## src/rtl/microseq_defs.sv

```systemverilog
// Shared constants for the microsequencer and its datapath: widths, state codes,
// control-word constants and the recognised opcodes.
package microseq_defs;

    localparam int CW_W  = 20;
    localparam int IW    = 16;
    localparam int ST_W  = 5;
    localparam int CNT_W = 16;

    typedef enum logic [2:0] {
        S_IDLE = 3'd0,
        S_IF   = 3'd1,
        S_ID   = 3'd2,
        S_OF   = 3'd3,
        S_EX   = 3'd4,
        S_IP   = 3'd5,
        S_TRAP = 3'd6
    } state_t;

    localparam logic [CW_W-1:0] CW_IF    = 20'b11100000111111000000;
    localparam logic [CW_W-1:0] CW_ID    = 20'b00000000000000000000;
    localparam logic [CW_W-1:0] CW_OF_SL = 20'b11111001110110000000;
    localparam logic [CW_W-1:0] CW_EX_SL = 20'b11011101000110000000;
    localparam logic [CW_W-1:0] CW_OF_SH = 20'b10101011110110000000;
    localparam logic [CW_W-1:0] CW_EX_SH = 20'b11111101001010001101;
    localparam logic [CW_W-1:0] CW_IP    = 20'b11101100111010000100;

    localparam logic [3:0]    OPC_SET  = 4'b0101;
    localparam logic [IW-1:0] NOP_INSN = 16'h0000;

endpackage

```

## src/rtl/cw_decode.sv

```systemverilog
// Combinational map from (state, kind) to the datapath control word.
// The fetch word is suppressed while instruction memory is stalling.
module cw_decode
    import microseq_defs::*;
(
    input  state_t          state,
    input  logic            kind,
    input  logic            mem_wait,
    output logic [CW_W-1:0] ctrlword
);

    always_comb begin
        ctrlword = '0;
        case (state)
            S_IF:    ctrlword = mem_wait ? '0 : CW_IF;
            S_ID:    ctrlword = CW_ID;
            S_OF:    ctrlword = kind ? CW_OF_SH : CW_OF_SL;
            S_EX:    ctrlword = kind ? CW_EX_SH : CW_EX_SL;
            S_IP:    ctrlword = CW_IP;
            default: ctrlword = '0;
        endcase
    end

endmodule

```

## src/rtl/microsequencer.sv

```systemverilog
// Phase sequencer (IF/ID/OF/EX/IP) driving the datapath control word and counting
// retired instructions. Define MICROSEQ_TRAP_EN to trap on illegal opcodes.
module microsequencer
    import microseq_defs::*;
(
    input  logic             clk,
    input  logic             reset,
    input  logic [IW-1:0]    instruction,
    input  logic [ST_W-1:0]  status,
    input  logic             mem_wait,
    output logic [CW_W-1:0]  ctrlword,
    output logic [2:0]       phase,
    output logic [CNT_W-1:0] retired,
    output logic             trap
);

    state_t            state;
    state_t            state_next;
    logic              kind;
    logic [CNT_W-1:0]  retired_cnt;
    logic              is_set;
    logic              status_unused;

    // Datapath flags are reserved in this revision.
    assign status_unused = ^status;
    assign is_set        = (instruction[IW-1:IW-4] == OPC_SET);

    always_ff @(posedge clk or posedge reset) begin
        if (reset) begin
            state       <= S_IDLE;
            kind        <= 1'b0;
            retired_cnt <= '0;
        end else begin
            state <= state_next;
            if (state == S_ID && is_set)
                kind <= instruction[11];
            if (state == S_IP)
                retired_cnt <= retired_cnt + 1'b1;
        end
    end

    always_comb begin
        state_next = state;
        case (state)
            S_IDLE: state_next = S_IF;
            S_IF:   if (!mem_wait) state_next = S_ID;
            S_ID: begin
                if (instruction == NOP_INSN)
                    state_next = S_IP;
                else if (is_set)
                    state_next = S_OF;
                else
`ifdef MICROSEQ_TRAP_EN
                    state_next = S_TRAP;
`else
                    state_next = S_IP;
`endif
            end
            S_OF:   state_next = S_EX;
            S_EX:   state_next = S_IP;
            S_IP:   state_next = S_IF;
`ifdef MICROSEQ_TRAP_EN
            S_TRAP: state_next = S_TRAP;
`else
            S_TRAP: state_next = S_IDLE;
`endif
            default: state_next = S_IDLE;
        endcase
    end

    always_comb begin
        phase   = state;
        retired = retired_cnt;
`ifdef MICROSEQ_TRAP_EN
        trap    = (state == S_TRAP);
`else
        trap    = 1'b0;
`endif
    end

    cw_decode u_cw_decode (
        .state    (state),
        .kind     (kind),
        .mem_wait (mem_wait),
        .ctrlword (ctrlword)
    );

endmodule

```

## config.mk

```make
export PLATFORM = sky130hd
export DESIGN_NAME = microsequencer
export DESIGN_NICKNAME = d
export VERILOG_FILES = /design/src/rtl/microseq_defs.sv /design/src/rtl/cw_decode.sv /design/src/rtl/microsequencer.sv
export SDC_FILE = /design/constraint.sdc
export NUM_CORES = 1
export LEC_CHECK = 0
export ABC_AREA = 1
export BUFFER_PORTS_ARGS = -buffer_cell sky130_fd_sc_hd__buf_2
export CAP_MARGIN = 20
export CORE_ASPECT_RATIO = 0.8
export CORE_MARGIN = 10
export CORE_UTILIZATION = 44
export DETAILED_ROUTE_END_ITERATION = 10
export MAX_ROUTING_LAYER = met4
export PLACE_DENSITY = 0.87
export SETUP_SLACK_MARGIN = 0.5
export SLEW_MARGIN = 5
export SYNTH_ARGS = -nofsm -noshare
export SYNTH_HDL_FRONTEND = slang
export SYNTH_HIERARCHICAL = 1
export SYNTH_SLANG_ARGS = --single-unit
export TNS_END_PERCENT = 100
```

## constraint.sdc

```tcl
create_clock -name clk -period 1.99 [get_ports clk]
set_clock_uncertainty 0.2 [all_clocks]
set_input_delay 0.0995 -clock clk [delete_from_list [all_inputs] [get_ports clk]]
set_output_delay 0.0995 -clock clk [all_outputs]
set_load 0.005 [all_outputs]
```

==> impl_metrics.yaml, run 1 <==
logic_synthesis:
  ys_top_cells_by_area: "dfrtp_1, nand2_1, inv_1, xnor2_1, buf_4"
  syn_inst: 154
  synth_edf_count: 0
  ys_ff_latch: 20
  ys_warn_count: 6
  synth_common_cells: "nand2_1, inv_1, dfrtp_1"
  ys.flop_type: "dfrtp_1"
  synth.distinct_cells: 24
  syn_avg_cell_area_um2: 7.86
  yosysMostFrequentCell: "nand2_1"
  synthesis.area_um2: 1210
  synth-seq-area-share_pct: 41.4
  synth_top_area_cell: "dfrtp_1"
  synth-async-reset-ratio_pct: 100
  synth_top_area_share_pct: 41.4
clocking:
  clk_pin_slew_ns: 0.10
  clock_latency_ns: 0.30
  cts_tree: "built"
  root_buffer: "clkbuf_4"
  clock-sinks: 20
  htreeDepth: 1
  clockBufferDepth: 2
  numCtsBuffers: 3
layout:
  drive_gt1_share_pct: 40.0
  final_area_um2: 1720
  area_delta_synth_final_pct: 42.1
  nFillCells: 190
  n_antenna_cell: 0
  nets: 242
placement:
  io_buffers: 43
  place_area_um2: 1430
  place.gp.congestion: 0.834
  hpwl_mm: 2.41
global_routing:
  antenna_found_initial: 0
  grt_usage_pct: 13.4
  grt_max_degree: 21
  grt_pass1_wl_mm: 5.63
  grt_pass1_vias: 1191
  grt_overflow: 0
timing:
  report.final.slew_viol_count: 0
  period_minus_slack_ns: 1.67
  rsz0062_at_grt: "true"
  hold_viol_final: 0
  period_share_pct: 83.8
  maxSlewHeadroom_pct: 50.6
  setup_viol: 0
  worstMarginPinSlew_ns: 0.740
  fin_tns_setup_ns: 0
  fmaxAchievable_mhz: 599
critical_path:
  worstPathRequired_ns: 1.69
  cp-end-kind: "output port"
  worst_path_largest_cell_delay_ns: 0.47
  cp_top_family: "flip-flops"
  critical_path_arrival_ns: 1.37
  path_buf_inv: 2
  worstSetupPathType: "register to output port"
  critPathSlowestCell: "dfrtp_2"
  cp-start-kind: "register"
  crit_fanout: 5
  crit_path_cell_trace: "buf_6 > nand2_4 > nor2_4 > nand2_2 > nand3_2 > buf_2"
route:
  first_pass_iters: 4
  wl_per_cell_um: 14.6
  vias_per_cell: 4.95
  drc_errors: 0
  ant_nets: 0
  vias: 1242
  drtIter0Drc: 75
  drt_wl_total_mm: 3.66
hold_path:
  holdCritPathClass: "primary input to asynchronous set/reset pin"
floorplan:
  core_um2: 2540
  ios: 64
  die_h_um: 66.9
  start_util_pct: 47.6
  num_rows: 16
  die-width_um: 78.6
  dieArea_um2: 5260
power_and_ir_drop:
  ir_drop_mv: 0.592
  power.leakage_nw: 0.966
  p_per_area_nw_per_um2: 1110
run_status:
  status: "completed"
job:
  cap_violations: 0
[kinds of logic after synthesis]
logic type / after synthesis / synth area share [%]
simple gates: 83 / 33.1
buf+inv: 30 / 11.5
flops: 20 / 41.4
xor+xnor: 11 / 7.96
compound gates: 6 / 3.52
other cells: 2 / 0.621
fa+ha+maj: 1 / 1.03
mux: 1 / 0.931
[worst register-to-register path: stages (launching register included)]
cell and delay [ns]:
dfrtp_2 0.48, buf_4 0.18, nand3_4 0.14, buf_4 0.17
nor3_1 0.14, nand4_1 0.12, nand2_1 0.09
[flip-flops by register name, indices dropped and copies added (netlist names)]
register and flops:
retired 16, phase 3, kind 1
[metal layers]
layer | vias up | part of all wire [%] | track usage (%)
li1 | 601 | - | -
met1 | 572 | 38 | 14.7
met2 | 57 | 52 | 22.5
met3 | 12 | 6.7 | 3.62
met4 | 0 | 3.8 | 6.25
met5 | - | 0 | -
[layout by cell type, fill, tap and decap left out]
cell	instances
nand3_2	2
nand3_4	1
nor2_4	5
buf_6	3
nand2_2	2
nor3_1	1
xnor2_1	7
nand3_1	9
o31ai_1	1
buf_4	11
dlygate4sd3_1	7
nor2_2	1
ha_1	1
conb_1	4
o21ai_4	2
o21ai_0	2
nor2_8	1
nor3_4	1
nor2_1	10
mux2_2	1
buf_2	42
a21boi_1	1
nand2_1	39
inv_6	1
nand2_4	3
dfrtp_1	17
dfrtp_2	3
inv_2	4
nand4_1	8
clkbuf_4	3
xor2_1	4
inv_1	18
[final cells by class]
type / instances / area [um^2] / area share (%)
Clock buffer: 3 / 22.5 / 1.31
Inverter: 23 / 91.3 / 5.31
Multi-Input combinational cell: 106 / 659 / 38.4
Sequential cell: 20 / 504 / 29.3
Tap cell: 36 / 45.0 / 2.62
Timing Repair Buffer: 63 / 397 / 23.1
[stage by stage]
step	util, %	std cells	power [W]	hold slack [ns]	worst slack [ns]
after floorplan	-	156	0.00106	-0.137	0.520
final	67.6	251	0.00192	0.255	0.322
after global routing	67.6	251	0.00206	0.328	0.232
after CTS	64.2	250	0.00174	0.277	0.403
after global placement	56.3	229	0.00135	0.0486	0.472
after detailed placement	56.3	229	0.00138	0.0663	0.436
[where the power goes]
group	internal [W]	switching [W]	leakage, nW
Clock	0.0000706	0.000115	0.0138
Combinational	0.000514	0.000597	0.689
Sequential	0.000493	0.000126	0.263
Total	0.00108	0.000838	0.966
[final timing paths]
path | slack [ns] | end | cells past startpoint | start
worst max-delay path | 0.32 | ctrlword[18] | 6 | phase[1]
max in group asynchronous | 0.82 | phase[1] | 3 | reset
worst min register to register | 0.32 | retired[7] | 1 | retired[7]
worst min-delay path | 0.25 | phase[0] | 3 | reset
worst max register to register | 0.42 | retired[14] | 6 | phase[2]
min in group clk | 0.32 | retired[7] | 1 | retired[7]
[repair_timing]
item | in CTS | in global routing
gates cloned | 0 | 0
pin swaps | 4 | 7
buffers inserted | 11 | 1
endpoints found under the hold margin | 24 | 0
resized for setup | 9 | 20
setup endpoints to repair | 27 | 31
hold buffers | 7 | 0
(Power assumes the default switching activity.)
==> inputs of run 2 (changes only) <==
--- a/config.mk
+++ b/config.mk
@@ -10,10 +10,10 @@
 export CAP_MARGIN = 20
 export CORE_ASPECT_RATIO = 0.8
 export CORE_MARGIN = 10
-export CORE_UTILIZATION = 44
+export CORE_UTILIZATION = 40
 export DETAILED_ROUTE_END_ITERATION = 10
 export MAX_ROUTING_LAYER = met4
-export PLACE_DENSITY = 0.87
+export PLACE_DENSITY = 0.83
 export SETUP_SLACK_MARGIN = 0.5
 export SLEW_MARGIN = 5
 export SYNTH_ARGS = -nofsm -noshare
==> constraint.sdc (replaced) <==
create_clock -name clk -period 1.46 [get_ports clk]
set_clock_uncertainty 0.2 [all_clocks]
set_input_delay 0.073 -clock clk [delete_from_list [all_inputs] [get_ports clk]]
set_output_delay 0.073 -clock clk [all_outputs]
set_load 0.005 [all_outputs]
==> run 2 against run 1 <==
Net effect:
- largest power group unchanged
- the flow now finishes with violations (negative hold slack, negative setup slack)
- largest cell class unchanged
- first-iteration DRC count increased by 45%
- final area increased by 17%
- total power increased by 67%
- highest routed layer unchanged
==> impl_metrics.yaml, run 2 (synthesis results as in run 1) <==
run_status:
  status: "complete, but fails checks"
  failed_checks: "negative hold slack, negative setup slack"
floorplan:
  ios: 64
  die_h_um: 69.2
  die-width_um: 81.5
  dieArea_um2: 5640
  num_rows: 17
  core_um2: 2830
  start_util_pct: 42.8
route:
  drtIter0Drc: 109
  ant_nets: 0
  wl_per_cell_um: 15.9
  vias_per_cell: 4.91
  vias: 1327
  drt_wl_total_mm: 4.30
  first_pass_iters: 4
  drc_errors: 0
layout:
  n_antenna_cell: 0
  layout.area.seq_um2: 507
  layout_commonest_cell: "buf_2"
  multiInputGateArea_um2: 709
  drive_gt1_share_pct: 54.7
  area_delta_synth_final_pct: 65.6
  largest_reg_flops: 16
  nFillCells: 213
  final_cell_mix: "buf_2, nand2_1, buf_6, buf_4, inv_1"
  nets: 258
power_and_ir_drop:
  p_seq_share_pct: 24.5
  p_per_area_nw_per_um2: 1600
  clockPowerShare_pct: 11.8
  p_switching_w: 0.00130
  combPwrFrac_pct: 63.7
  ir_drop_mv: 1.34
  p_int_w: 0.00190
  swShare_pct: 40.6
  power.leakage_nw: 1.09
global_routing:
  grt_pass1_vias: 1189
  antenna_found_initial: 0
  grt_pass1_wl_mm: 5.72
  grt_overflow: 0
  grt_usage_pct: 12.7
  grt_max_degree: 21
timing:
  period_share_pct: 112
  report.final.slew_viol_count: 0
  hold_viol_final: 3
  worst_slack_ns: -0.178
  fin_tns_setup_ns: -2.83
  rsz0062_at_grt: "true"
  holdWs_ns: -0.0769
  setup_viol: 33
  fmaxAchievable_mhz: 610
  period_minus_slack_ns: 1.64
placement:
  place_ws_ns: 0.0160
  place.gp.congestion: 0.836
  hpwl_mm: 2.44
  io_buffers: 43
critical_path:
  crit_fanout: 7
  cp-end-kind: "register"
  worstPathRequired_ns: 1.41
  worstSetupPathType: "register to register"
  cp-start-kind: "register"
  reg2regPathDepth: 7
  critical_path_arrival_ns: 1.59
clocking:
  postCtsHoldBufs: 2
  clockBufferDepth: 2
  clk_pin_slew_ns: 0.08
  htreeDepth: 1
  clock_latency_ns: 0.26
  root_buffer: "clkbuf_8"
  cts_tree: "built"
  clock-sinks: 20
  numCtsBuffers: 3
job:
  cap_violations: 0
hold_path:
  holdCritPathClass: "primary input to register"
  holdPathStages: 3
## run 2: through the flow
step | util, % | instances | total power (W) | cell area (um^2)
CTS | 63.9 | 259 | 0.00280 | 1810
detailed placement | 53.1 | 237 | 0.00200 | 1500
floorplan | - | 156 | 0.00148 | 1240
global route | 70.8 | 270 | 0.00340 | 2000
finish | 70.8 | 270 | 0.00320 | 2000
global placement | 53.1 | 237 | 0.00197 | 1500
## run 2: path summary, 6_finish.rpt
| kind | slack, ns | endpoint | from |
|---|---|---|---|
| max | -0.18 | retired[14] | phase[1] |
| min in group asynchronous | 0.18 | retired[8] | reset |
| min | -0.08 | phase[0] | mem_wait |
| max reg2reg | -0.18 | retired[14] | phase[1] |
| max in group asynchronous | 0.64 | retired[9] | reset |
| min reg2reg | 0.33 | retired[3] | retired[3] |
## run 2: worst max-delay path: stages (launching register included)
cell and delay [ns]:
dfrtp_2 0.43, buf_6 0.13, inv_4 0.06, nand3_4 0.13, nor2_4 0.26, nand4_1 0.16
nand2_1 0.10, nand2_1 0.07
## run 2: metal layers
| metal | track usage, % | wire (um) | part of all wire [%] | up-vias |
|---|---|---|---|---|
| met1 | 15.2 | 1730 | 40 | 624 |
| met2 | 19.8 | 2160 | 50 | 62 |
| met4 | 5.14 | 133 | 3.1 | 0 |
| met5 | - | 0 | 0 | - |
| li1 | - | - | - | 629 |
| met3 | 3.10 | 270 | 6.3 | 12 |
## run 2: power groups by stage
stage / Clock (W) / Combinational [W] / Sequential (W)
finish: 0.000377 / 0.00204 / 0.000787
detailed placement: 0 / 0.00119 / 0.000811
global placement: 0 / 0.00116 / 0.000808
CTS: 0.000377 / 0.00165 / 0.000774
global route: 0.000401 / 0.00219 / 0.000806
floorplan: 0 / 0.000616 / 0.000863
## run 2: timing repair
item                       4_1_cts  5_1_grt
buffers inserted                16       11
gates resized for setup         33       30
pin swaps                       10       16
setup endpoints to repair       56       56
hold endpoints to repair        24        2
## run 2: layout make-up
type / count / share of cell area, %
timing repair buffer: 79 / 29.7
tap: 38 / 2.37
clock buffer: 4 / 2.25
inverter: 23 / 4.93
multi-input combinational: 106 / 35.4
sequential: 20 / 25.3
